## src/rtl/vec_mem_pkg.sv

```systemverilog
// Shared types and sizing for the vector memory address-generation unit.
package vec_mem_pkg;

    localparam int unsigned ADDR_WIDTH = 32;
    localparam int unsigned DATA_WIDTH = 64;
    localparam int unsigned DW_B       = DATA_WIDTH >> 3;
    localparam int unsigned LEN_BITS   = 9;
    localparam int unsigned BEAT_BYTES = 8;
    localparam int unsigned ALIGN_BITS = $clog2(BEAT_BYTES);

    typedef enum logic [2:0] {
        IDLE,
        LD_REQ,
        LD_WAIT,
        ST_XFER,
        ST_WAIT
    } agu_state_t;

    typedef struct packed {
        logic                  store;
        logic [ADDR_WIDTH-1:0] base;
        logic [ADDR_WIDTH-1:0] stride;
        logic [LEN_BITS-1:0]   beats;
    } agu_cmd_t;

    function automatic logic is_aligned(input logic [ADDR_WIDTH-1:0] a);
        return a[ALIGN_BITS-1:0] == ALIGN_BITS'(0);
    endfunction

endpackage

```

## src/rtl/vec_mem_agu_if.sv

```systemverilog
// Command, store-data, mem_queue and writeback signals of the vector AGU.
interface vec_mem_agu_if;
    import vec_mem_pkg::*;

    logic                  cmd_valid;
    logic                  cmd_ready;
    logic                  cmd_store;
    logic [ADDR_WIDTH-1:0] cmd_base;
    logic [ADDR_WIDTH-1:0] cmd_stride;
    logic [LEN_BITS-1:0]   cmd_beats;
    logic [DATA_WIDTH-1:0] st_data;
    logic                  st_data_valid;
    logic                  st_data_ready;
    logic [ADDR_WIDTH-1:0] mq_addr;
    logic                  mq_req;
    logic                  mq_valid;
    logic                  mq_start;
    logic [DATA_WIDTH-1:0] mq_data;
    logic [DW_B-1:0]       mq_be;
    logic                  mq_ready;
    logic [DATA_WIDTH-1:0] mq_ld_data;
    logic                  mq_ld_valid;
    logic                  mq_done_ld;
    logic                  mq_done_st;
    logic [DATA_WIDTH-1:0] ld_data;
    logic                  ld_valid;
    logic                  busy;
    logic                  done;
    logic                  err;

    modport master (
        output cmd_valid, cmd_store, cmd_base, cmd_stride, cmd_beats,
               st_data, st_data_valid, mq_ld_data, mq_ld_valid, mq_done_ld, mq_done_st,
        input  cmd_ready, st_data_ready, mq_addr, mq_req, mq_valid, mq_start, mq_data,
               mq_be, mq_ready, ld_data, ld_valid, busy, done, err
    );

    modport slave (
        input  cmd_valid, cmd_store, cmd_base, cmd_stride, cmd_beats,
               st_data, st_data_valid, mq_ld_data, mq_ld_valid, mq_done_ld, mq_done_st,
        output cmd_ready, st_data_ready, mq_addr, mq_req, mq_valid, mq_start, mq_data,
               mq_be, mq_ready, ld_data, ld_valid, busy, done, err
    );

endinterface

```

## src/rtl/vec_mem_agu.sv

```systemverilog
// Expands one strided vector load/store command into the per-beat mem_queue
// request stream, forwards load beats to writeback and reports completion.
module vec_mem_agu
    import vec_mem_pkg::*;
(
    input  logic         clk,
    input  logic         rst_n,
    vec_mem_agu_if.slave bus
);

    agu_state_t            state_q, state_d;
    agu_cmd_t              cmd_in;
    logic                  store_q, store_d;
    logic [ADDR_WIDTH-1:0] stride_q, stride_d;
    logic [LEN_BITS-1:0]   beats_q, beats_d;
    logic [ADDR_WIDTH-1:0] next_addr_q, next_addr_d;
    logic [LEN_BITS-1:0]   cnt_q, cnt_d;
    logic [LEN_BITS-1:0]   rcv_q, rcv_d;
    logic [ADDR_WIDTH-1:0] mq_addr_q, mq_addr_d;
    logic                  mq_req_q, mq_req_d;
    logic                  mq_valid_q, mq_valid_d;
    logic                  mq_start_q, mq_start_d;
    logic [DATA_WIDTH-1:0] mq_data_q, mq_data_d;
    logic [DW_B-1:0]       mq_be_q, mq_be_d;
    logic                  mq_ready_q, mq_ready_d;
    logic [DATA_WIDTH-1:0] ld_data_q, ld_data_d;
    logic                  ld_valid_q, ld_valid_d;
    logic                  busy_q, busy_d;
    logic                  done_q, done_d;
    logic                  err_q, err_d;
    logic                  cmd_ready_q, cmd_ready_d;

    assign cmd_in = '{store: bus.cmd_store, base: bus.cmd_base,
                      stride: bus.cmd_stride, beats: bus.cmd_beats};

    // Next-state, address accumulator and beat/receive counters
    always_comb begin
        state_d     = state_q;
        store_d     = store_q;
        stride_d    = stride_q;
        beats_d     = beats_q;
        next_addr_d = next_addr_q;
        cnt_d       = cnt_q;
        rcv_d       = rcv_q;
        mq_addr_d   = mq_addr_q;
        mq_data_d   = mq_data_q;
        ld_data_d   = ld_data_q;
        mq_req_d    = 1'b0;
        mq_valid_d  = 1'b0;
        mq_start_d  = 1'b0;
        ld_valid_d  = 1'b0;
        done_d      = 1'b0;
        err_d       = 1'b0;

        if (bus.mq_ld_valid && (state_q == LD_REQ || state_q == LD_WAIT)) begin
            ld_valid_d = 1'b1;
            ld_data_d  = bus.mq_ld_data;
            rcv_d      = rcv_q + LEN_BITS'(1);
        end

        case (state_q)
            IDLE: begin
                if (bus.cmd_valid) begin
                    store_d  = cmd_in.store;
                    stride_d = cmd_in.stride;
                    beats_d  = cmd_in.beats;
                    rcv_d    = '0;
                    cnt_d    = '0;
                    if (!is_aligned(cmd_in.base) || !is_aligned(cmd_in.stride)) begin
                        done_d = 1'b1;
                        err_d  = 1'b1;
                    end else if (cmd_in.beats == '0) begin
                        done_d = 1'b1;
                    end else if (cmd_in.store) begin
                        state_d     = ST_XFER;
                        next_addr_d = cmd_in.base;
                    end else begin
                        // First load request leaves with the handshake cycle
                        state_d     = LD_REQ;
                        mq_req_d    = 1'b1;
                        mq_addr_d   = cmd_in.base;
                        next_addr_d = cmd_in.base + cmd_in.stride;
                        cnt_d       = LEN_BITS'(1);
                    end
                end
            end
            LD_REQ: begin
                if (cnt_q == beats_q) begin
                    state_d = LD_WAIT;
                end else begin
                    mq_req_d    = 1'b1;
                    mq_addr_d   = next_addr_q;
                    next_addr_d = next_addr_q + stride_q;
                    cnt_d       = cnt_q + LEN_BITS'(1);
                end
            end
            LD_WAIT: begin
                if (bus.mq_done_ld) begin
                    state_d = IDLE;
                    done_d  = 1'b1;
                    err_d   = (rcv_d != beats_q);
                end
            end
            ST_XFER: begin
                if (bus.st_data_valid) begin
                    mq_valid_d  = 1'b1;
                    mq_data_d   = bus.st_data;
                    mq_start_d  = (cnt_q == '0);
                    mq_addr_d   = next_addr_q;
                    next_addr_d = next_addr_q + stride_q;
                    cnt_d       = cnt_q + LEN_BITS'(1);
                    if (cnt_d == beats_q) begin
                        state_d = ST_WAIT;
                    end
                end
            end
            ST_WAIT: begin
                if (bus.mq_done_st) begin
                    state_d = IDLE;
                    done_d  = 1'b1;
                end
            end
            default: state_d = IDLE;
        endcase

        mq_ready_d  = (state_d == LD_WAIT);
        busy_d      = (state_d != IDLE);
        cmd_ready_d = (state_d == IDLE);
        mq_be_d     = '1;
    end

    always_ff @(posedge clk) begin
        if (!rst_n) begin
            state_q     <= IDLE;
            store_q     <= 1'b0;
            stride_q    <= '0;
            beats_q     <= '0;
            next_addr_q <= '0;
            cnt_q       <= '0;
            rcv_q       <= '0;
            mq_addr_q   <= '0;
            mq_req_q    <= 1'b0;
            mq_valid_q  <= 1'b0;
            mq_start_q  <= 1'b0;
            mq_data_q   <= '0;
            mq_be_q     <= '0;
            mq_ready_q  <= 1'b0;
            ld_data_q   <= '0;
            ld_valid_q  <= 1'b0;
            busy_q      <= 1'b0;
            done_q      <= 1'b0;
            err_q       <= 1'b0;
            cmd_ready_q <= 1'b1;
        end else begin
            state_q     <= state_d;
            store_q     <= store_d;
            stride_q    <= stride_d;
            beats_q     <= beats_d;
            next_addr_q <= next_addr_d;
            cnt_q       <= cnt_d;
            rcv_q       <= rcv_d;
            mq_addr_q   <= mq_addr_d;
            mq_req_q    <= mq_req_d;
            mq_valid_q  <= mq_valid_d;
            mq_start_q  <= mq_start_d;
            mq_data_q   <= mq_data_d;
            mq_be_q     <= mq_be_d;
            mq_ready_q  <= mq_ready_d;
            ld_data_q   <= ld_data_d;
            ld_valid_q  <= ld_valid_d;
            busy_q      <= busy_d;
            done_q      <= done_d;
            err_q       <= err_d;
            cmd_ready_q <= cmd_ready_d;
        end
    end

    assign bus.cmd_ready     = cmd_ready_q;
    assign bus.st_data_ready = (state_q == ST_XFER);
    assign bus.mq_addr       = mq_addr_q;
    assign bus.mq_req        = mq_req_q;
    assign bus.mq_valid      = mq_valid_q;
    assign bus.mq_start      = mq_start_q;
    assign bus.mq_data       = mq_data_q;
    assign bus.mq_be         = mq_be_q;
    assign bus.mq_ready      = mq_ready_q;
    assign bus.ld_data       = ld_data_q;
    assign bus.ld_valid      = ld_valid_q;
    assign bus.busy          = busy_q;
    assign bus.done          = done_q;
    assign bus.err           = err_q;

    logic unused_store;
    assign unused_store = store_q;

endmodule

```

## src/flat_wrapper.sv

```systemverilog
// flat-port wrapper written by rule: the top's interface ports become plain ports
module vec_mem_agu_flat import vec_mem_pkg::*;
  (clk, rst_n, bus_cmd_valid, bus_cmd_store, bus_cmd_base, bus_cmd_stride, bus_cmd_beats, bus_st_data, bus_st_data_valid, bus_mq_ld_data, bus_mq_ld_valid, bus_mq_done_ld, bus_mq_done_st, bus_cmd_ready, bus_st_data_ready, bus_mq_addr, bus_mq_req, bus_mq_valid, bus_mq_start, bus_mq_data, bus_mq_be, bus_mq_ready, bus_ld_data, bus_ld_valid, bus_busy, bus_done, bus_err);
  vec_mem_agu_if bus_i ();
  input  logic clk;
  input  logic rst_n;
  input wire logic [$bits(bus_i.cmd_valid)-1:0] bus_cmd_valid;
  input wire logic [$bits(bus_i.cmd_store)-1:0] bus_cmd_store;
  input wire logic [$bits(bus_i.cmd_base)-1:0] bus_cmd_base;
  input wire logic [$bits(bus_i.cmd_stride)-1:0] bus_cmd_stride;
  input wire logic [$bits(bus_i.cmd_beats)-1:0] bus_cmd_beats;
  input wire logic [$bits(bus_i.st_data)-1:0] bus_st_data;
  input wire logic [$bits(bus_i.st_data_valid)-1:0] bus_st_data_valid;
  input wire logic [$bits(bus_i.mq_ld_data)-1:0] bus_mq_ld_data;
  input wire logic [$bits(bus_i.mq_ld_valid)-1:0] bus_mq_ld_valid;
  input wire logic [$bits(bus_i.mq_done_ld)-1:0] bus_mq_done_ld;
  input wire logic [$bits(bus_i.mq_done_st)-1:0] bus_mq_done_st;
  output wire logic [$bits(bus_i.cmd_ready)-1:0] bus_cmd_ready;
  output wire logic [$bits(bus_i.st_data_ready)-1:0] bus_st_data_ready;
  output wire logic [$bits(bus_i.mq_addr)-1:0] bus_mq_addr;
  output wire logic [$bits(bus_i.mq_req)-1:0] bus_mq_req;
  output wire logic [$bits(bus_i.mq_valid)-1:0] bus_mq_valid;
  output wire logic [$bits(bus_i.mq_start)-1:0] bus_mq_start;
  output wire logic [$bits(bus_i.mq_data)-1:0] bus_mq_data;
  output wire logic [$bits(bus_i.mq_be)-1:0] bus_mq_be;
  output wire logic [$bits(bus_i.mq_ready)-1:0] bus_mq_ready;
  output wire logic [$bits(bus_i.ld_data)-1:0] bus_ld_data;
  output wire logic [$bits(bus_i.ld_valid)-1:0] bus_ld_valid;
  output wire logic [$bits(bus_i.busy)-1:0] bus_busy;
  output wire logic [$bits(bus_i.done)-1:0] bus_done;
  output wire logic [$bits(bus_i.err)-1:0] bus_err;
  assign bus_i.cmd_valid = bus_cmd_valid;
  assign bus_i.cmd_store = bus_cmd_store;
  assign bus_i.cmd_base = bus_cmd_base;
  assign bus_i.cmd_stride = bus_cmd_stride;
  assign bus_i.cmd_beats = bus_cmd_beats;
  assign bus_i.st_data = bus_st_data;
  assign bus_i.st_data_valid = bus_st_data_valid;
  assign bus_i.mq_ld_data = bus_mq_ld_data;
  assign bus_i.mq_ld_valid = bus_mq_ld_valid;
  assign bus_i.mq_done_ld = bus_mq_done_ld;
  assign bus_i.mq_done_st = bus_mq_done_st;
  assign bus_cmd_ready = bus_i.cmd_ready;
  assign bus_st_data_ready = bus_i.st_data_ready;
  assign bus_mq_addr = bus_i.mq_addr;
  assign bus_mq_req = bus_i.mq_req;
  assign bus_mq_valid = bus_i.mq_valid;
  assign bus_mq_start = bus_i.mq_start;
  assign bus_mq_data = bus_i.mq_data;
  assign bus_mq_be = bus_i.mq_be;
  assign bus_mq_ready = bus_i.mq_ready;
  assign bus_ld_data = bus_i.ld_data;
  assign bus_ld_valid = bus_i.ld_valid;
  assign bus_busy = bus_i.busy;
  assign bus_done = bus_i.done;
  assign bus_err = bus_i.err;
  vec_mem_agu u_core (.clk(clk), .rst_n(rst_n), .bus(bus_i));
endmodule
```

## config.mk

```make
export PLATFORM = sky130hd
export DESIGN_NAME = vec_mem_agu_flat
export DESIGN_NICKNAME = d
export VERILOG_FILES = /design/src/rtl/vec_mem_pkg.sv /design/src/rtl/vec_mem_agu_if.sv /design/src/rtl/vec_mem_agu.sv /design/src/flat_wrapper.sv
export SDC_FILE = /design/constraint.sdc
export NUM_CORES = 1
export LEC_CHECK = 0
export BUFFER_PORTS_ARGS = -buffer_cell sky130_fd_sc_hd__buf_2
export CAP_MARGIN = 20
export CORE_MARGIN = 4
export CORE_UTILIZATION = 48
export CTS_CLUSTER_DIAMETER = 30
export CTS_CLUSTER_SIZE = 24
export DETAILED_ROUTE_END_ITERATION = 6
export PLACE_DENSITY = 0.83
export SKIP_LAST_GASP = 1
export SYNTH_ARGS = -nofsm -noshare
export SYNTH_HDL_FRONTEND = slang
export SYNTH_SLANG_ARGS = --single-unit
```

## constraint.sdc

```tcl
create_clock -name clk -period 2.3 [get_ports clk]
set_input_delay 0.115 -clock clk [delete_from_list [all_inputs] [get_ports clk]]
set_output_delay 0.115 -clock clk [all_outputs]
set_load 0.01 [all_outputs]
```

Yosys cells after proc, flatten, opt, wreduce, memory -nomap -nowiden
Index checks and enable logic that the tools add are counted.

Reductions and logical operators: 20. Eq/ne operators: 14. Add/subtract/negate cells: 4. Mux-type cells: 53.

Operators with widths (number): $mux 32 (12); $pmux 32 s3 (2); $mux 9 (8); $add 32x32->32 (2); $pmux 9 s3 (1); $mux 3 (8); $add 9x1->9 const B (2); $eq 9x9->1 (2); $logic_not 9->1 (2); $mux 1 (16); $pmux 3 s5 (1); $logic_not 3->1 (4); $ne 2x2->1 const B (6); $eq 3x2->1 const B (3); $ne 9x9->1 (1); $mux 8 (1); $reduce_and 7->1 (1); $reduce_and 2->1 (3); $reduce_and 6->1 (1); $reduce_bool 3->1 (2); $pmux 1 s2 (2); $reduce_and 4->1 (1); $eq 3x1->1 const B (1); $eq 3x3->1 const B (1); 6 further kinds (8).

Logic and storage cells: 110. Register bits after elaboration: 271. Output and inout bits: 178. Bits of input ports: 209.

Depth between registers and ports, before layout
Depth after elaboration: 7. Mapped depth: 13. Gate-level depth less buffers: 13.

Worst setup path after synthesis
OpenSTA, ideal clock, no wires.

Path kind: reg2reg. From: reg u_core.next_addr_q[0]. To: reg u_core.next_addr_q[28]. Stages on the path, launching flop included: 14. Path buffers: 0. Setup slack: -0.282 ns. Arrival time: 2.462 ns. Setup time: 0.120 ns. Required time: 2.180 ns. Period minus slack after synthesis: 2.582 ns. Path through: dfxtp_1 > ha_1 > inv_1 > fa_1 > nor2b_1 > o31ai_1 > a31oi_1 > a21o_1 > a31oi_1 > a21oi_1 > o22ai_2 > mux2i_1 > a22oi_1 > a21oi_1.

Cells in the longest elaborated chain, start to end: 3. Elaborated cells between the ends (all ways): 4. Those cells by class: 1 x add/sub; 3 x mux.

RTL lines: start, declared (RTL line vec_mem_agu.sv:16) `logic [ADDR_WIDTH-1:0] next_addr_q, next_addr_d;`; start signal, assigned (RTL line vec_mem_agu.sv:159) `next_addr_q <= next_addr_d;`; $add 32x32->32 * (RTL line vec_mem_agu.sv:93, vec_mem_agu.sv:110); $mux 32, on equally long branches (RTL line vec_mem_agu.sv:105, vec_mem_agu.sv:88); $pmux 32 s3 * (RTL line vec_mem_agu.sv:61) `case (state_q)`.

Mark *: on every way between the ends. The rest lies on a longest branch, timed or not. The select of a mux whose other input is x is not followed. A chain may end at the register's enable or synchronous reset.

Final worst setup path
From: reg u_core.next_addr_q[0]. To: reg u_core.next_addr_q[30].

Same word-level chain as after synthesis.

==> metrics.sh <==
SYN2LAYOUT_AREA_GROWTH_PCT=59.8
GP_CONGESTION=0.976
FINAL_CELL_AREA_SQ_UM=23100
DRT_WL_TOTAL_UM=61100
FINAL_CLOCK_SKEW_NS=0.0493
POSTSYNTHCELLCOUNT=1841
SYNTHESIS.NETS=2117
PRIMARY_FLIP_FLOP_CELL_CHOSEN_BY_SYNTHESIS_MAPPING='dfxtp_1'
FINAL.PERIOD_UTILIZATION_PCT=117
TRITONCTS='done'
PATH_CELLS='ha_4, inv_2, fa_2, nor2b_4, o31ai_4, a31oi_2, a21o_1, a31oi_4, a21oi_2, o22ai_4, nor4_2, a41oi_2, a31oi_1'
PORTBUFFERS=386
ARRIVAL_NS=3.16
SYNTH_XOR_XNOR_AREA_SHARE_PCT=5.46
ADDER_CELL_SHARE_OF_THE_SYNTHESIZED_AREA_PCT=5.91
YS_SEQ_ELEMENTS=264
GRT_MAX_DEGREE=90
SKEW_PAIR_LATE_INSERTION_DELAY_NS=0.58
TIMING.CRITICAL_PATH.MAX_DELAY_FAMILY='compound AO/OA/AOI/OAI gates'
SETUP-VIOLATIONS-FINAL=20
SYNTH_COMPOUND_AREA_SHARE_PCT=24.9
SYN_AREA_PER_CELL_SQ_UM=7.85
MOST_FREQUENT_STANDARD_CELL_IN_THE_LAYOUT_EXCLUDING_FILL_AND_TAP_CELLS='nand2_1'
CRIT_PATH_MAX_FANOUT=4
WIRE_LENGTH_OF_THE_FIRST_GLOBAL_ROUTING_PASS_UM=92400
POSTLAYOUTSETUPSLACKWORST_NS=-0.402
CP-END-KIND='register'
FINAL_MAX_SLEW_VIOL_COUNT=0
GRT_OVERFLOW_TOTAL=0
NUMBER_OF_BUFFERS_CREATED_BY_CTS=66
DRC=0
CLKSINKCOUNT=264
DIE-WIDTH_UM=181
SYNTH_TOP_FAMILY_BY_AREA='compound AO/OA/AOI/OAI gates'
CP-START-KIND='register'
P_PER_AREA_nW_PER_UM2=714
ANTENNA_FOUND_INITIAL=10
PRE_REPAIR_DR_ITERATION_COUNT=6
WL_CELL_UM=20.1
DIEAREA_SQ_UM=32900
DP_HPWL_UM=36500
FINAL_CELL_MIX='nand2_1, buf_2, dfxtp_1, buf_4, dlygate4sd3_1'
CTS_MAX_LEVEL=3
TIMING.SETUP.CRITICAL_PATH_CLASS='register to register'
WORST_SLEW_PIN_SLEW_NS=0.743
START_UTIL_PCT=48.7
RSZ0062_AT_GRT='true'
FINAL_PERIOD_MINUS_WORST_SETUP_SLACK_NS=2.70
MAX_STAGE_DELAY_NS=0.42
YOSYS_WARNINGS=0
LAYOUT.FILLER_CELLS=1777
NUM_ROWS=63
CP_SLOWEST_CELL='fa_2'
FIN_WORST_HOLD_SLACK_NS=0.00521
FINAL_UTIL_PCT=77.9
FINAL_ANTENNA_NET_COUNT=0
SYNTH_ENABLE_FLOP_CELLS=0
POST_SYNTHESIS_INSTANCE_AREA_SQ_UM=14400
YOSYSUNIQUECELLTYPES=73
GRT_PASS1_VIAS=17900
SEQUENTIAL_FRACTION_OF_THE_SYNTHESIS_AREA_PCT=36.6
GRTUSAGETOTAL_PCT=33.9
SYNTH_SIMPLE_GATE_AREA_SHARE_PCT=22.1
DRT_ITER0_MARKERS=1724
ASYNC_FLOP_SHARE_PCT=0
CORE_SQ_UM=29600
FINAL_NETS=2864
DRV.MAX_CAP_VIOLATION_COUNT=0
DRIVE_ABOVE_1_SHARE_PCT=31.5
FINAL_CELL_COUNT_WITHOUT_FILLERS=3041
CLOCK_TREE.ROOT_CELL='clkbuf_16'
ROUTED-VIA-COUNT=17700
POWER.STATIC_LEAKAGE_nW=10.7
NUMPLACEDINSTANCES=2709
WORST_EP_REQUIRED_TIME_NS=2.76
FAILED_CHECKS='setup timing'
MIN-DELAY-PATH-CLASS='primary input to register'
TIMING.SETUP.TNS_NS=-4.50
PLACED_CELL_AREA_SQ_UM=18300
DRT-VIAS-PER-INSTANCE=5.82
NUMBER_OF_BUFFERS_AND_INVERTERS_ON_THE_CRITICAL_PATH=1
RUN_STATUS='finished, violations left'
VDD_DROP_MAX_uV=692
FMAXACHIEVABLE_MHz=370
SYNTH.AREA.MUX_SHARE_PCT=0.485
CLOCK_TREE.BUFFER_DEPTH=3
CLK_PIN_SLEW_WORST_PATHS_NS=0.04
FP.DIEH_UM=181
HOLD_VIOL_FINAL=0
SLEW_HEADROOM_PCT=50.5
DESIGN.PORTCOUNT=387
## routing by layer
layer	share of wire [%]	global-route usage, %	up-vias
li1	-	-	7899
met2	50	60.7	1131
met3	8.0	6.99	315
met5	0.021	0	-
met4	6.0	18.6	2
met1	36	37.5	8351
## final timing paths
path | from | to | slack, ns | cells after the start
setup / recovery | u_core.next_addr_q[0] | u_core.next_addr_q[30] | -0.40 | 13
hold / removal | bus_cmd_base[23] | u_core.next_addr_q[23] | 0.005 | 3
setup reg to reg | u_core.next_addr_q[0] | u_core.next_addr_q[30] | -0.40 | 13
hold reg to reg | u_core.bus.ld_data[54] | u_core.bus.ld_data[54] | 0.46 | 2
## cells in the mapped netlist (all sizes together), types with 11 or more instances
master  instances  area share, %
nand4          12           0.52
nor2b          20           0.87
a21oi          93            3.2
nand3          60            2.1
dfxtp         264             37
xnor2          41            2.5
nand2         505             13
ha             65            5.6
a31oi          11           0.48
nor2           70            1.8
nand2b         11           0.48
o21ai          70            2.5
o211ai         32            1.7
xor2           49            3.0
a21boi        180            9.4
and3           12           0.52
clkbuf         96            2.5
o211a          42            2.9
a21o           19           0.99
buf            32            1.3
inv            27           0.70
nor3           13           0.56
## final cells by class
class	instances	area (sq um)	area share (%)
timing repair buffer	807	5740	24.9
tap	390	488	2.11
clock inverter	50	706	3.06
sequential	264	5300	23.0
inverter	28	105	0.455
clock buffer	72	1700	7.38
multi-input combinational	1421	9020	39.1
antenna	9	22.5	0.0976
## registers in the layout, indices dropped and copies added (netlist names), 3 cells and up
register	cells
u_core.next_addr_q	32
u_core.state_q	3
u_core.bus.mq_addr	32
u_core.cnt_q	9
u_core.rcv_q	9
u_core.beats_q	9
u_core.bus.ld_data	64
u_core.bus.mq_data	64
u_core.stride_q	32
## cells by family after synthesis
family	Yosys count
buffers and inverters	156
flip-flops	264
multiplexers	7
adder cells (fa/ha/maj)	67
XOR/XNOR	90
AND/OR/NAND/NOR	747
AO/OA/AOI/OAI	510
## worst reg2reg max path, cell delays in order (launching register included)
cell     delay (ns)
dfxtp_2        0.34
ha_4           0.14
inv_2          0.04
fa_2           0.42
nor2b_4        0.16
o31ai_4        0.07
a31oi_2        0.19
a21o_1         0.29
a31oi_4        0.15
a21oi_2        0.21
o22ai_4        0.13
nor4_2         0.22
a41oi_2        0.07
a31oi_1        0.15
## power breakdown
| group | leakage (nW) | switching, mW | internal [mW] |
|---|---|---|---|
| clock | 1.12 | 3.33 | 6.53 |
| combinational | 7.42 | 0.965 | 0.962 |
| sequential | 2.14 | 0.0512 | 4.64 |
## repair_timing
action	CTS	global route
pin swaps	33	41
resized for setup	30	61
cloned	0	0
hold endpoints to repair	189	0
setup endpoints to repair	28	56
hold buffers	193	0
setup buffers	6	9
## stage by stage
stage / power (mW) / setup WS (ns)
2_1_floorplan: 5.59 / -0.0122
3_3_place_gp: 6.26 / -0.431
3_5_place_dp: 6.29 / -0.564
4_1_cts: 16.4 / -0.315
5_1_grt: 16.9 / -0.492
6_report: 16.5 / -0.402
Note: power is estimated with default switching activity, not from simulation.
